[src/rtl/spike_window_counter.sv]
// Windowed spike counter: population and watch-neuron spike counts over 2^WIN_LOG2 frames.
// Optional win_seq output when SPIKE_WINDOW_COUNTER_SEQ_EN is defined.
module spike_window_counter #(
  parameter int NN       = 8,
  parameter int WIN_LOG2 = 4,
  parameter int CW       = 24,
  parameter int SUBPH    = 3
) (
  input  logic          clk,
  input  logic          reset_n,
  input  logic          enable,
  input  logic [NN+2:0] slot_cnt,
  input  logic          spike_in,
  input  logic [NN:0]   watch_idx,
  output logic [CW-1:0] pop_cnt,
  output logic [CW-1:0] watch_cnt,
  output logic          cnt_valid,
  input  logic          cnt_ready,
  output logic          ovf_sticky,
  output logic          drop_sticky
`ifdef SPIKE_WINDOW_COUNTER_SEQ_EN
  ,
  output logic [15:0]   win_seq
`endif
);

  localparam logic [1:0] ST_IDLE = 2'd0;
  localparam logic [1:0] ST_SYNC = 2'd1;
  localparam logic [1:0] ST_RUN  = 2'd2;

  localparam int            FW         = (WIN_LOG2 > 0) ? WIN_LOG2 : 1;
  localparam logic [FW-1:0] FRAME_LAST = FW'((1 << WIN_LOG2) - 1);
  localparam logic [1:0]    SUBPH_L    = 2'(SUBPH);

  function automatic logic [CW-1:0] sat_inc(input logic [CW-1:0] a, input logic inc);
    if (inc && !(&a))
      return a + CW'(1);
    return a;
  endfunction

  logic [1:0]    state_p0;
  logic [CW-1:0] pop_acc_p0;
  logic [CW-1:0] watch_acc_p0;
  logic [FW-1:0] frame_cnt_p0;
  logic [NN:0]   watch_q_p0;

  logic          sync_hit;
  logic          counting;
  logic          sample;
  logic [NN:0]   watch_eff;
  logic [CW-1:0] pop_base;
  logic [CW-1:0] watch_base;
  logic          pop_inc;
  logic          watch_inc;
  logic [CW-1:0] pop_sum;
  logic [CW-1:0] watch_sum;
  logic          ovf_hit;
  logic          frame_end;
  logic          win_close;
  logic          load;

  // The SYNC cycle at slot 0 starts a window, so it counts from a zero base
  // against the freshly presented watch index.
  always_comb begin
    sync_hit   = enable && (state_p0 == ST_SYNC) && (slot_cnt == '0);
    counting   = enable && ((state_p0 == ST_RUN) || sync_hit);
    sample     = counting && (slot_cnt[1:0] == SUBPH_L);
    watch_eff  = sync_hit ? watch_idx : watch_q_p0;
    pop_base   = sync_hit ? '0 : pop_acc_p0;
    watch_base = sync_hit ? '0 : watch_acc_p0;
    pop_inc    = sample && spike_in;
    watch_inc  = pop_inc && (slot_cnt[NN+2:2] == watch_eff);
    pop_sum    = sat_inc(pop_base, pop_inc);
    watch_sum  = sat_inc(watch_base, watch_inc);
    ovf_hit    = (pop_inc && (&pop_base)) || (watch_inc && (&watch_base));
    frame_end  = enable && (state_p0 == ST_RUN) && (&slot_cnt);
    win_close  = frame_end && (frame_cnt_p0 == FRAME_LAST);
    load       = win_close && (!cnt_valid || cnt_ready);
  end

  // Stage p0: control state, accumulators and frame counter
  always_ff @(posedge clk or negedge reset_n) begin
    if (!reset_n) begin
      state_p0     <= ST_IDLE;
      pop_acc_p0   <= '0;
      watch_acc_p0 <= '0;
      frame_cnt_p0 <= '0;
      watch_q_p0   <= '0;
      ovf_sticky   <= 1'b0;
    end else begin
      if (!enable)
        state_p0 <= ST_IDLE;
      else begin
        case (state_p0)
          ST_IDLE: state_p0 <= ST_SYNC;
          ST_SYNC: if (slot_cnt == '0) state_p0 <= ST_RUN;
          ST_RUN:  state_p0 <= ST_RUN;
          default: state_p0 <= ST_IDLE;
        endcase
      end

      if (counting) begin
        if (win_close) begin
          pop_acc_p0   <= '0;
          watch_acc_p0 <= '0;
          frame_cnt_p0 <= '0;
          watch_q_p0   <= watch_idx;
        end else begin
          pop_acc_p0   <= pop_sum;
          watch_acc_p0 <= watch_sum;
          if (sync_hit) begin
            frame_cnt_p0 <= '0;
            watch_q_p0   <= watch_idx;
          end else if (frame_end)
            frame_cnt_p0 <= frame_cnt_p0 + FW'(1);
        end
      end

      if (ovf_hit)
        ovf_sticky <= 1'b1;
    end
  end

  // Stage p1: valid/ready output register
  always_ff @(posedge clk or negedge reset_n) begin
    if (!reset_n) begin
      pop_cnt     <= '0;
      watch_cnt   <= '0;
      cnt_valid   <= 1'b0;
      drop_sticky <= 1'b0;
    end else begin
      if (load) begin
        pop_cnt   <= pop_sum;
        watch_cnt <= watch_sum;
        cnt_valid <= 1'b1;
      end else if (cnt_valid && cnt_ready)
        cnt_valid <= 1'b0;

      if (win_close && !load)
        drop_sticky <= 1'b1;
    end
  end

`ifdef SPIKE_WINDOW_COUNTER_SEQ_EN
  logic [15:0] seq_next_p0;

  // Dropped windows still advance the sequence so the host sees the gap.
  always_ff @(posedge clk or negedge reset_n) begin
    if (!reset_n) begin
      seq_next_p0 <= '0;
      win_seq     <= '0;
    end else begin
      if (enable && (state_p0 == ST_IDLE))
        seq_next_p0 <= '0;
      else if (win_close)
        seq_next_p0 <= seq_next_p0 + 16'd1;
      if (load)
        win_seq <= seq_next_p0;
    end
  end
`endif

endmodule
[config.mk]
export PLATFORM = sky130hd
export DESIGN_NAME = spike_window_counter
export DESIGN_NICKNAME = d
export VERILOG_FILES = /design/src/rtl/spike_window_counter.sv
export SDC_FILE = /design/constraint.sdc
export NUM_CORES = 1
export LEC_CHECK = 0
export CORE_UTILIZATION = 25
export CTS_CLUSTER_SIZE = 8
export DETAILED_ROUTE_END_ITERATION = 7
export PLACE_DENSITY = 0.44
export SLEW_MARGIN = 20
export SYNTH_ARGS = -nofsm -noshare
export SYNTH_HDL_FRONTEND = slang
export SYNTH_SLANG_ARGS = --single-unit
[constraint.sdc]
create_clock -name clk -period 6.4 [get_ports clk]
set_input_delay 1.28 -clock clk [delete_from_list [all_inputs] [get_ports clk]]
set_output_delay 1.28 -clock clk [all_outputs]
set_load 0.02 [all_outputs]
Yosys cells after proc, flatten, opt, wreduce, memory -nomap -nowiden
Cells that the tools add are included.

word-level totals
  flip-flop bits (word level) = 114
  input port bits = 25

cells by class
  add/subtract/negate cells = 3
  multiplexer cells = 20
  reduce and logical (&&, ||, !) cells = 31
  equality and inequality tests = 6

operators by type and width
  operator               number
  $mux 24                8
  $add 24x1->24 const B  2
  $reduce_and 24->1      2
  $mux 9                 2
  $logic_and 1x1->1      16
  $mux 4                 3
  $logic_not 11->1       1
  $reduce_and 11->1      1
  $eq 9x9->1             1
  $pmux 2 s3             1
  $add 4x1->4 const B    1
  $eq 2x2->1 const B     2
  $eq 4x4->1 const B     1
  $logic_not 1->1        4
  $mux 1                 4
  $mux 2                 2
  $logic_or 1x1->1       3
  $ne 3x2->1 const B     1
  $reduce_bool 3->1      1
  $eq 2x1->1 const B     1
  $logic_not 2->1        1
  $reduce_and 2->1       1
  $reduce_bool 2->1      1

Depth between registers and ports, before layout
  depth in word-level cells = 12
  depth in mapped cells = 16
  depth with buffers taken out = 13

Worst setup path before layout
Ideal clock, no wire load.

  path kind = input -> register
  start point = input port enable
  end point = register watch_cnt[21]
  path slack = 2.486 ns
  stages = 13
  data arrival time = 3.785 ns
  data required time = 6.271 ns
  setup time = 0.129 ns
  cell sequence = nor4bb_1 > nand4_2 > and2_1 > ha_1 > nand3_2 > or4_1 > buf_2 > or4_1 > buf_2 > and3_4 > nor3b_4 > xnor2_2 > o21ai_1

between the ends
  longest elaborated chain between the ends = 10
  elaborated cells on any way between the ends = 21

RTL lines
  element                                                                 line  source
  start, declared                                                         11    input logic enable,
  parallel branches: the longest is 10 deep, another holds $add 24x1->24  n/a
  end signal, assigned                                                    134   watch_cnt <= watch_sum;
  end, declared                                                           16    output logic [CW-1:0] watch_cnt,

Several ways; the timed one is not identified. The select of a mux whose other input is x is not followed.
A chain may end at the register's enable or synchronous reset.

Worst setup path after layout
Ends and elaborated chain as after synthesis.

==> results by group <==
Timing
  • Final setup fails: 0
  • Fmax: 0.218 GHz
  • RSZ-0062 raised after global routing: no
  • Setup ws final: 1.81 ns
  • Fin. max-slew vios: 0
  • Worst slew pin tran: 0.907 ns
  • Fin crit period: 4.59 ns
  • TNS Setup: 0 ns
  • Worst rel slew slack: 39.2%
  • Final-report hold violation count: 0
  • Final Cycle Share: 71.7%
  • Final Skew: 0.00676 ns

Logic synthesis
  • YS warnings: 0
  • Post-synth net total: 635
  • Cells after Synth: 604
  • #FFs+latches synth: 114
  • Seq/Total Area, Yosys: 50.4%
  • Syn Area/Cell: 9.37 µm²
  • Unique masters post-synth: 56
  • Netlist Area Pre-Place: 5660 µm²

Setup path
  • Reg2reg setup slack: 2.59 ns
  • Crit path to: watch_cnt[21]
  • CP Launch Point: enable
  • Critical path arrival: 4.86 ns
  • Worst R2R Start: state_p0[1]
  • Worst Reg-to-Reg Cells: 13
  • Setup crit end kind: flop
  • CP startpoint kind: primary input
  • Required time worst endpoint: 6.67 ns
  • FF-to-FF End: watch_cnt[21]
  • Critical path peak fanout: 15
  • Crit path kind: in2reg

Placed design
  • DP Area: 6670 µm²
  • Routability Congestion: 0.845
  • Worst slack, placed: 1.39 ns
  • IO Port Bufs: 75
  • Inst Count DP: 938
  • DP Wirelength: 10900 µm

Job
  • MaxCap Viol Count: 0

Clock network
  • Post-CTS Resized: 0
  • CTS tree: yes
  • Hold_buf cts: 0
  • Number of CTS-inserted buffers: 17
  • H-tree lvl count: 4
  • Clock Pin Slew Worst Setup and Hold Paths: 0.05 ns
  • Max clock buf depth: 2
  • Worst skew pair latency: 0.42 ns
  • CTS sink cnt: 114
  • CTS root buf: clkbuf_16
  • Postcts setup bufs: 0

Die
  • Row count: 54
  • Die width: 152 µm
  • Die Ht: 152 µm
  • CORE AREA: 22000 µm²
  • Starting Density: 25.7%
  • I/O Pins: 76
  • Die area: 23200 µm²

Power and ir drop
  • Switch Pwr: 0.410 mW
  • Switching share of power: 22.2%
  • Clock share of power: 54.7%
  • Sequential share of power: 40.0%
  • Int Power: 1.44 mW
  • PwrDens: 253 nW/µm²
  • Pleak: 2.98 nW
  • Comb power frac: 5.3%
  • Peak supply drop: 0.165 mV

GRT
  • Pin count of the biggest net entering global routing: 70
  • Met3 Resource Use GR: 2.79%
  • Global-route wire length before repair: 25800 µm
  • GRT busiest layer: met2
  • Global Route Usage Sum: 14.3%
  • Met2 Usage GRT: 23.0%
  • GRT overflow: 0
  • Antenna violations before repair: 0
  • Vias in the first global route: 4827
  • Met1 usage: 18.5%

Route
  • Starting DRT DRC Count: 294
  • Drt wl/cell: 16.1 µm
  • Drt first pass iters: 8
  • Vias post-DR: 4668
  • Vias/cell: 4.81
  • DRC viols: 0
  • Post-detailed-route count of antenna-violating nets: 0
  • Total routed wirelength: 15600 µm

Cells and area
  • Post-layout util: 33.2%
  • # diodes: 0
  • Nets: 708
  • Final Non-Filler Cells: 970
  • Area of the multi-input gates: 2660 µm²
  • Sequential cell area: 2850 µm²
  • Final non-filler cell area: 7310 µm²
  • Layout cells sized above 1: 9.71%
  • Fillers: 2253
  • Area grow syn2layout: 29.2%

Outcome
  • Outcome: complete, no violations

Hold path
  • Hold Crit Class: reg2reg
-- registers in the layout, summed over array words and instances (netlist names) --
register and flops:
pop_cnt 24, watch_q_p0 9, watch_acc_p0 24, ovf_sticky 1, frame_cnt_p0 4, drop_sticky 1
state_p0 2, cnt_valid 1, watch_cnt 24, pop_acc_p0 24
-- critical path, stage by stage --
cell and delay, ns:
clkdlybuf4s50_1 0.51, nor4bb_1 0.21, nand4_2 0.17, and2_1 0.18, ha_1 0.18, nand3_2 0.12
or4_1 0.63, or4_1 0.84, and3_4 0.32, nor3b_4 0.15, xnor2_2 0.18, o21ai_1 0.07
-- layout make-up --
| type | count | share of cell area [%] |
|---|---|---|
| timing repair buffer | 80 | 10.7 |
| sequential | 114 | 39.0 |
| tap | 280 | 4.79 |
| inverter | 6 | 0.308 |
| clock inverter | 13 | 2.52 |
| clock buffer | 19 | 6.20 |
| multi-input combinational | 458 | 36.4 |
-- power by group through the flow --
| stage | logic (mW) | clock network (mW) | registers, mW |
|---|---|---|---|
| 5_1_grt | 0.111 | 1.07 | 0.742 |
| 3_5_place_dp | 0.0977 | 0 | 0.752 |
| 6_report | 0.0975 | 1.01 | 0.741 |
| 3_3_place_gp | 0.0940 | 0 | 0.752 |
| 2_1_floorplan | 0.0470 | 0 | 0.750 |
| 4_1_cts | 0.100 | 1.04 | 0.740 |
-- cells in the final DEF, fill, tap and decap left out, types with 7 or more instances in the layout --
master,Yosys,final
o21ai_0,35,35
and2_1,9,9
xnor2_1,25,25
a21oi_1,23,23
mux2_2,11,11
or3_1,9,9
dfrtp_1,114,114
xor2_1,13,13
nand2b_1,7,7
nor4_1,8,8
clkdlybuf4s50_1,0,74
nor2b_1,8,8
nand3_1,29,29
nor3_1,26,25
nor2_1,78,78
o21ai_1,9,9
clkbuf_16,0,17
nand2_1,85,84
nand4_1,17,17
-- worst min-delay path by stage --
stage,end,slack [ns],cells after the start,start
finish,watch_cnt[16],0.47,2,watch_cnt[16]
global route,pop_cnt[0],0.50,2,pop_cnt[0]
CTS,watch_cnt[16],0.48,2,watch_cnt[16]
detailed placement,watch_cnt[16],0.47,2,watch_cnt[16]
global placement,pop_cnt[7],0.47,2,pop_cnt[7]
floorplan,watch_q_p0[7],0.46,1,watch_q_p0[7]
-- cell families after synthesis --
| kind of cell | Yosys count | share of synthesized area [%] |
|---|---|---|
| AOI/OAI and AO/OA | 84 | 8.33 |
| xor gates and xnor gates | 39 | 6.17 |
| adders and majority gates | 6 | 1.33 |
| buffers and inverters | 32 | 2.70 |
| DFF | 114 | 50.4 |
| muxes | 17 | 3.27 |
| and+or+nand+nor | 312 | 27.8 |
-- cell usage after synthesis, drive strengths merged --
library cell | count | area share (%)
o21ai | 46 | 4.2
o211a | 1 | 0.18
mux2i | 5 | 0.88
o21bai | 1 | 0.13
a2111oi | 1 | 0.15
a31o | 2 | 0.31
inv | 6 | 0.40
and3 | 7 | 0.86
nand3b | 1 | 0.13
a31oi | 3 | 0.33
mux2 | 12 | 2.4
o221ai | 1 | 0.15
buf | 13 | 1.4
nor3b | 3 | 0.60
nor2b | 8 | 0.88
a21oi | 24 | 2.2
a21o | 1 | 0.13
nand3 | 31 | 2.9
nand2 | 86 | 5.7
o211ai | 2 | 0.27
ha | 6 | 1.3
nor3 | 26 | 2.3
or4 | 4 | 0.53
or2 | 1 | 0.11
or3 | 9 | 0.99
nor4bb | 2 | 0.35
a41oi | 1 | 0.15
clkbuf | 13 | 0.86
and2 | 9 | 0.99
xnor2 | 26 | 4.2
nand4 | 18 | 2.1
nor2 | 78 | 5.2
nand2b | 7 | 0.77
nor4 | 10 | 1.3
nor4b | 5 | 0.88
and4 | 7 | 1.1
xor2 | 13 | 2.0
dfrtp | 114 | 50
o31ai | 1 | 0.13
-- layer usage --
| layer | wire, µm | up-vias |
|---|---|---|
| met5 | 0 | - |
| met2 | 7300 | 118 |
| met1 | 7460 | 2270 |
| li1 | - | 2258 |
| met3 | 570 | 22 |
| met4 | 312 | 0 |
-- per-stage QoR --
step	hold WS [ns]	total power, mW
floorplan	0.464	0.797
global placement	0.466	0.846
detailed placement	0.471	0.850
CTS	0.483	1.88
global route	0.502	1.92
finish	0.474	1.85
Note: power is estimated with default switching activity, not from simulation.
